[src/rtl/z2_bus_sm.sv]
// Zorro II slave bus-cycle state machine: strobe synchronisers, optional wait-state counter, DTACK/OE generation.
// Define Z2_WAITSTATE_EN to enable the FLASH_WS/IDE_WS wait-state counter; otherwise all targets complete with zero waits.
module z2_bus_sm #(
    parameter int unsigned FLASH_WS = 2,
    parameter int unsigned IDE_WS   = 3
) (
    input  logic       CLK,
    input  logic       RESET,
    input  logic       AS_n,
    input  logic       UDS_n,
    input  logic       LDS_n,
    input  logic       RW,
    input  logic       ram_access,
    input  logic       ide_access,
    input  logic       ctrl_access,
    input  logic       flash_access,
    input  logic       autoconfig_cycle,
    input  logic       ac_dtack,
    output logic [1:0] z2_state,
    output logic       DTACK_n,
    output logic       dtack_oe,
    output logic       data_oe,
    output logic       wr_strobe
);

    localparam int unsigned SYNC_W = 2;
    localparam int unsigned WS_W   = 4;

    typedef enum logic [1:0] {
        ST_IDLE  = 2'b00,
        ST_START = 2'b01,
        ST_DATA  = 2'b10,
        ST_END   = 2'b11
    } state_t;

    state_t              r_state;
    logic [SYNC_W-1:0]   r_as_sync;
    logic [SYNC_W-1:0]   r_ds_sync;
    logic [SYNC_W-1:0]   r_sync_vld;
    logic                r_rearm_wait;
    logic                r_rw;

    logic                w_as_s;
    logic                w_ds_s;
    logic                w_hit;
    logic                w_ws_done;
    logic                w_start_to_data;

    // Two-flop synchronisers; r_sync_vld marks when their outputs reflect post-reset pin values.
    always_ff @(posedge CLK or posedge RESET) begin : p_sync
        if (RESET) begin
            r_as_sync  <= '0;
            r_ds_sync  <= '0;
            r_sync_vld <= '0;
        end else begin
            r_as_sync  <= {r_as_sync[0], ~AS_n};
            r_ds_sync  <= {r_ds_sync[0], ~UDS_n | ~LDS_n};
            r_sync_vld <= {r_sync_vld[0], 1'b1};
        end
    end

    assign w_as_s          = r_as_sync[SYNC_W-1];
    assign w_ds_s          = r_ds_sync[SYNC_W-1];
    assign w_hit           = ram_access | ide_access | ctrl_access | flash_access | autoconfig_cycle;
    assign w_start_to_data = (r_state == ST_START) && w_as_s && w_ds_s;

`ifdef Z2_WAITSTATE_EN
    logic [WS_W-1:0] r_ws_cnt;
    logic [WS_W-1:0] w_ws_load;

    // Flash wins over IDE when both decodes hit.
    always_comb begin : p_ws_load
        w_ws_load = '0;
        if (flash_access) begin
            w_ws_load = WS_W'(FLASH_WS);
        end else if (ide_access) begin
            w_ws_load = WS_W'(IDE_WS);
        end
    end

    always_ff @(posedge CLK or posedge RESET) begin : p_ws_cnt
        if (RESET) begin
            r_ws_cnt <= '0;
        end else if (w_start_to_data) begin
            r_ws_cnt <= w_ws_load;
        end else if ((r_state == ST_DATA) && w_as_s && (r_ws_cnt != '0)) begin
            r_ws_cnt <= r_ws_cnt - WS_W'(1);
        end
    end

    assign w_ws_done = (r_ws_cnt == '0);
`else
    logic w_unused_ws;

    // Wait-state parameters have no effect without the counter.
    assign w_unused_ws = ^{WS_W'(FLASH_WS), WS_W'(IDE_WS)};
    assign w_ws_done   = 1'b1;
`endif

    // Bus-cycle FSM; outputs are registered alongside the state they belong to.
    always_ff @(posedge CLK or posedge RESET) begin : p_fsm
        if (RESET) begin
            r_state      <= ST_IDLE;
            DTACK_n      <= 1'b1;
            dtack_oe     <= 1'b0;
            data_oe      <= 1'b0;
            wr_strobe    <= 1'b0;
            r_rw         <= 1'b1;
            r_rearm_wait <= 1'b1;
        end else begin
            wr_strobe <= 1'b0;

            // After reset, a strobe already low must be seen released before a cycle may start.
            if (r_sync_vld[SYNC_W-1] && !w_as_s) begin
                r_rearm_wait <= 1'b0;
            end

            case (r_state)
                ST_IDLE: begin
                    if (w_as_s && w_hit && !r_rearm_wait) begin
                        r_state  <= ST_START;
                        dtack_oe <= 1'b1;
                        r_rw     <= RW;
                    end
                end
                ST_START: begin
                    if (!w_as_s) begin
                        r_state  <= ST_IDLE;
                        dtack_oe <= 1'b0;
                    end else if (w_ds_s) begin
                        r_state   <= ST_DATA;
                        data_oe   <= r_rw;
                        wr_strobe <= ~r_rw;
                    end
                end
                ST_DATA: begin
                    if (!w_as_s) begin
                        r_state  <= ST_IDLE;
                        dtack_oe <= 1'b0;
                        data_oe  <= 1'b0;
                    end else if (w_ws_done && (!autoconfig_cycle || ac_dtack)) begin
                        r_state <= ST_END;
                        DTACK_n <= 1'b0;
                    end
                end
                ST_END: begin
                    if (!w_as_s) begin
                        r_state  <= ST_IDLE;
                        DTACK_n  <= 1'b1;
                        dtack_oe <= 1'b0;
                        data_oe  <= 1'b0;
                    end
                end
                default: begin
                    r_state <= ST_IDLE;
                end
            endcase
        end
    end

    assign z2_state = r_state;

endmodule

[config.mk]
export PLATFORM = sky130hd
export DESIGN_NAME = z2_bus_sm
export DESIGN_NICKNAME = d
export VERILOG_FILES = /design/src/rtl/z2_bus_sm.sv
export SDC_FILE = /design/constraint.sdc
export NUM_CORES = 1
export LEC_CHECK = 0
export CORE_MARGIN = 2
export CORE_UTILIZATION = 39
export DETAILED_ROUTE_END_ITERATION = 6
export HOLD_SLACK_MARGIN = 0.03
export PLACE_DENSITY = 0.79
export SYNTH_ARGS = -nofsm -noshare
export SYNTH_HDL_FRONTEND = slang
export SYNTH_SLANG_ARGS = --single-unit
[constraint.sdc]
create_clock -name CLK -period 3.05 [get_ports CLK]
set_input_delay 0.305 -clock CLK [delete_from_list [all_inputs] [get_ports CLK]]
set_output_delay 0.305 -clock CLK [all_outputs]
set_load 0.01 [all_outputs]
==> metrics.txt, run 1 <==
switch share 24.2%; endpoint class of the critical path output port; Yosys reg bits 14; largest cells by area after synthesis dfrtp_1 (51%), dfstp_2 (15%), a21oi_1 (4.6%); most common cell after layout, fill and taps aside clkdlybuf4s50_1; post-synth top area share about half; crit start category flop; Internal ~0.33 mW; Max-cap violations 0; setup TNS 0 ns; clock buffer depth 2; area grow syn2layout 40.9%; WL/cell roughly 13 um; DRT Pass-1 Iters 4; vias in the first global route roughly 410; final estimated routing congestion in global placement roughly 0.75; H-tree depth 1; Sink Count 14; CTS Hold Bufs 0; RSZ-0062 raised after global routing no; critical-path cell list clkdlybuf4s50_1; CTS clk-pin slew, worst paths 0.08 ns; core box area 1300 sq um; synth warn 0; final wirelength between 1 and 1.5 mm; worst rel slew slack between 60% and 70%; outcome finished clean; CTS root buffer clkbuf_4; final setup vio count 0; post-synthesis cell area roughly 540 sq um; Comb pwr share a little under a fifth; post-synthesis sequential area ratio between 60% and 70%; vias roughly 420; diodes inserted 0; class of the worst hold path in2async; CTS buffer count 3; crit path max-delay cell type clkdlybuf4s50_1; most frequent cells in the layout clkdlybuf4s50_1 (17), dfrtp_1 (11), a21oi_1 (5); Slew Limit Fails 0; CP peak stage delay around 0.60 ns; I/O pins 18; vias per inst 5.15; Post-Syn Instances 46; Total GRT Usage ~16%; part of the power in registers between 50% and 60%; Max Freq around 590 MHz; first-pass GRT wire length between 1.5 and 2 mm; CP Buf/Inv Count 1; largest net degree at the start of global routing 15; switching power between 0.1 and 0.15 mW; die area ~1700 sq um; dominant cell type by area after synthesis dfrtp_1; min Tclk post-route between 1.5 and 2 ns; Placed Cells slightly below 80; Starting Density between 40% and 50%; clock latency on the worst-skew pair ~0.27 ns; Largest delay share family, worst path buffers and inverters; Post-CTS Setup Repair Bufs 0; clock share of power 29.7%; VDD IR max roughly 0.35 mV; crit path DAT roughly 1.4 ns; Worst EP required 2.74 ns; die span in x 41.3 um; CP Launch Point z2_state[1]; Mean Syn Cell Area between 10 and 15 sq um; layout cells sized above 1 roughly 17%; kind of critical path reg2out; PD cells roughly 570 nW/um^2; clock skew 0.000619 ns; syn nets 58; site row count 13; crit-path max FO 10; post-route DRC violation count 0; Slew @ Worst Pin 0.506 ns; Nets 79; post-route antenna net violation count 0; Final Hold Viols 0; FF-to-FF Start z2_state[1]; Pwr Total 0.436 mW; CTS tree yes; GRT overflow 0; static leakage 0.326 nW; Layout Cells excl Fill 81; cts repair resizes 0; I/O Buffers 17; Yosys cell types 20; initial antenna violation count 0; crit share post-route between 50% and 60%; Die H 41.3 um; initial DRC count 4
metrics by stage:
step                utilization, %  area (sq um)  setup WS, ns  hold slack (ns)
floorplan                        -           542          1.69            0.192
global placement              55.9           727          1.27            0.333
detailed placement            55.9           727          1.24            0.337
CTS                           58.7           763          1.36            0.356
global route                  58.7           763          1.29            0.363
finish                        58.7           763          1.37            0.350
cell families (layout without fill, tap and decap cells):
group           after synthesis  in the layout  synth area share [%]
simple gates                 15             15                  17.1
flops                        14             14                  65.4
compound gates               10             10                  10.6
buf+inv                       5             25                  3.46
other cells                   1              1                 0.692
mux                           1              1                  2.77
registers in the layout (all words and copies together) (netlist names):
| name | flops |
|---|---|
| r_as_sync | 2 |
| r_ds_sync | 2 |
| r_sync_vld | 2 |
| z2_state | 2 |
| DTACK_n | 1 |
| data_oe | 1 |
| dtack_oe | 1 |
| r_rearm_wait | 1 |
| r_rw | 1 |
| wr_strobe | 1 |
per-layer routing:
metal / share of wire [%] / up-vias / global-route usage, %
li1: - / 193 / -
met1: 36 / 201 / 14.8
met2: 53 / 23 / 27.0
met3: 11 / 0 / 5.98
met4: 0 / 0 / 11.3
met5: 0 / - / 0
final timing paths:
kind,endpoint,slack [ns],cells after the start
setup reg to reg,r_rw,1.72,3
hold / removal,r_ds_sync[0],0.35,2
max in group asynchronous,r_rw,2.34,2
min in group CLK,r_ds_sync[1],0.36,0
hold reg to reg,r_ds_sync[1],0.36,0
setup / recovery,z2_state[1],1.37,1
cell usage after synthesis (all sizes together):
library cell,count
or3,1
conb,1
nand3,1
dfstp,3
nor3,1
or4,1
dfrtp,11
o22ai,1
a21oi,5
nor2,4
a2bb2oi,1
a21boi,1
mux2,1
o21ai,2
nand2b,3
clkbuf,1
nor4,1
nand2,3
inv,4
power groups by stage:
stage | combinational [mW] | sequential, mW | clock, mW
6_report | 0.0812 | 0.225 | 0.129
4_1_cts | 0.0826 | 0.225 | 0.133
5_1_grt | 0.0892 | 0.228 | 0.144
2_1_floorplan | 0.0357 | 0.228 | 0
3_3_place_gp | 0.0798 | 0.227 | 0
3_5_place_dp | 0.0819 | 0.229 | 0
final cells by class:
cell class,instances,area (sq um)
fillers,124,538
clock buffers,4,36.3
well taps,15,18.8
repair buffers,17,170
inverters,4,15.0
flip-flops and latches,14,354
multi-input cells,27,169
Power figures use the tool's default switching activity.
==> run 2, diff against run 1 <==
==> constraint.sdc (replaced) <==
create_clock -name CLK -period 1.65 [get_ports CLK]
set_input_delay 0.165 -clock CLK [delete_from_list [all_inputs] [get_ports CLK]]
set_output_delay 0.165 -clock CLK [all_outputs]
set_load 0.01 [all_outputs]
==> results of run 2 <==
Same layout as run 1 (identical final DEF). Status: finished clean.
Main changes from that run: setup slack after placement 1.24 ns -> -0.0245 ns; setup slack after layout 1.37 ns -> 0.106 ns; hold slack 0.350 ns -> 0.210 ns; register-to-register setup slack 1.72 ns -> 0.32 ns; total power 0.436 mW -> 0.805 mW; worst IR drop on VDD 0.351 mV -> 0.649 mV
==> run 3, diff against run 2 <==
--- a/config.mk
+++ b/config.mk
@@ -10,6 +10,7 @@
 export DETAILED_ROUTE_END_ITERATION = 6
 export HOLD_SLACK_MARGIN = 0.03
 export PLACE_DENSITY = 0.79
+export SKIP_CTS_REPAIR_TIMING = 1
 export SYNTH_ARGS = -nofsm -noshare
 export SYNTH_HDL_FRONTEND = slang
 export SYNTH_SLANG_ARGS = --single-unit
==> constraint.sdc (replaced) <==
create_clock -name CLK -period 1.65 [get_ports CLK]
set_input_delay 0.165 -clock CLK [delete_from_list [all_inputs] [get_ports CLK]]
set_output_delay 0.165 -clock CLK [all_outputs]
set_load 0.05 [all_outputs]
==> run 3 against run 2 <==
  * First-iteration DRC count down 75%
  * Combinational power rose by 43%
  * Sequential power decreased by 1%
  * Sequential share of layout area rose by 0.31 points
  * Wire length decreased by 7.0%
  * Critical endpoint is now wr_strobe
==> metrics.txt, run 3 (same netlist as run 1, synthesis figures left out) <==
outcome finished clean; first-pass GRT wire length 1.37 mm (-13%); crit start category flop; setup TNS 0 ns (unchanged); most frequent cells in the layout clkdlybuf4s50_1 (12), dfrtp_1 (11), buf_4 (6); clock skew 0.00232 ns (+0.00170 ns); Placement Cell Area 722 sq um (-0.69%); Slew Limit Fails 0 (unchanged); final estimated routing congestion in global placement 0.757 (+0.81%); CTS tree yes; diodes inserted 0 (unchanged); I/O Buffers 17 (unchanged); Max-cap violations 0 (unchanged); static leakage 0.338 nW (+3.8%); initial antenna violation count 0 (unchanged); CTS buffer count 3 (unchanged); Worst Hold Margin about 0.20 ns; I/O pins 18 (unchanged); Largest delay share family, worst path buffers and inverters; die span in x 41.3 um (unchanged); Total GRT Usage 13.4% (-2.1 points); RSZ-0062 raised after global routing no; CP peak stage delay 0.79 ns (+0.19 ns); crit share post-route between 90 and 100%; core box area 1300 sq um (unchanged); min Tclk post-route roughly 1.6 ns; crit-path max FO 1 (-9); final setup vio count 0 (unchanged); post-route antenna net violation count 0 (unchanged); largest net degree at the start of global routing 15 (unchanged); final wirelength 957 um (-7.0%); clock buffer depth 2 (unchanged); Sink Count 14 (unchanged); CTS root buffer clkbuf_4; Max Freq 640 MHz; H-tree depth 1 (unchanged); endpoint class of the critical path output port; post-layout util 58.3% (-0.38 points); kind of critical path reg2out; Layout Cells excl Fill 82 (+1.2%); Pwr Total approximately 0.86 mW; Final Cell Area 758 sq um (-0.66%); initial DRC count 1 (-3); area grow syn2layout 40.0%; post-route DRC violation count 0 (unchanged); vias in the first global route 340 (-16%); site row count 13 (unchanged); Placement Setup Slack -0.0227 ns; PD cells 1140 nW/um^2; Worst EP required approximately 1.5 ns; Nets 80 (+1.3%); clock latency on the worst-skew pair 0.27 ns (about the same); Placed Cells 78 (+1.3%); DRT Pass-1 Iters 2 (-2); Starting Density 41.6% (unchanged); PnR worst setup slack 0.0880 ns; class of the worst hold path in2async; crit path max-delay cell type clkdlybuf4s50_1; GRT overflow 0 (unchanged); Final Hold Viols 0 (unchanged); layout cells sized above 1 25.4% (+8.7 points); crit path DAT 1.40 ns (+0.02 ns); VDD IR max slightly below 0.6 mV; most common cell after layout, fill and taps aside clkdlybuf4s50_1; hpwl dp between 700 and 800 um; CTS clk-pin slew, worst paths 0.08 ns (about the same); critical-path cell list clkdlybuf4s50_1; die area 1700 sq um (unchanged); Die H 41.3 um (unchanged); vias per inst 4.88 (-5.2%); vias 400 (-4.1%); WL/cell 11.7 um (-8.1%); CP Buf/Inv Count 1 (unchanged)
==> run 3: cell types whose count changed in the layout (fill, tap and decap cells not counted) <==
cell | previous run | this run
clkdlybuf4s50_1 | 17 | 12
buf_4 | 0 | 6
==> run 3: path summary, 6_finish.rpt <==
| check | from | slack [ns] | depth (start not counted) | endpoint |
|---|---|---|---|---|
| max | wr_strobe | 0.09 | 1 | wr_strobe |
| min in group CLK | r_ds_sync[0] | 0.36 | 0 | r_ds_sync[1] |
| max reg2reg | z2_state[0] | 0.43 | 2 | r_rw |
| min | RESET | 0.20 | 2 | r_as_sync[0] |
| max in group asynchronous | RESET | 1.09 | 2 | DTACK_n |
| min reg2reg | r_ds_sync[0] | 0.36 | 0 | r_ds_sync[1] |
==> run 3: final cells by class <==
type / instances / area, sq um
fill: 126 / 543
sequential: 14 / 354
multi-input combinational: 27 / 169
timing repair buffer: 18 / 165
clock buffer: 4 / 36.3
tap: 15 / 18.8
inverter: 4 / 15.0
==> run 3: power breakdown <==
| group | total [mW] | switching (mW) | internal [mW] |
|---|---|---|---|
| logic | 0.214 | 0.126 | 0.0882 |
| registers | 0.410 | 0.0263 | 0.384 |
| clock network | 0.241 | 0.107 | 0.134 |
| total | 0.865 | 0.259 | 0.606 |
==> run 3: per-layer routing <==
metal  track usage (%)  routed length [um]  part of all wire, %
met5                 0                   0                    0
met4              9.68                   0                    0
met3              4.89                  90                  9.4
met2              21.5                 460                   48
met1              14.5                 406                   42
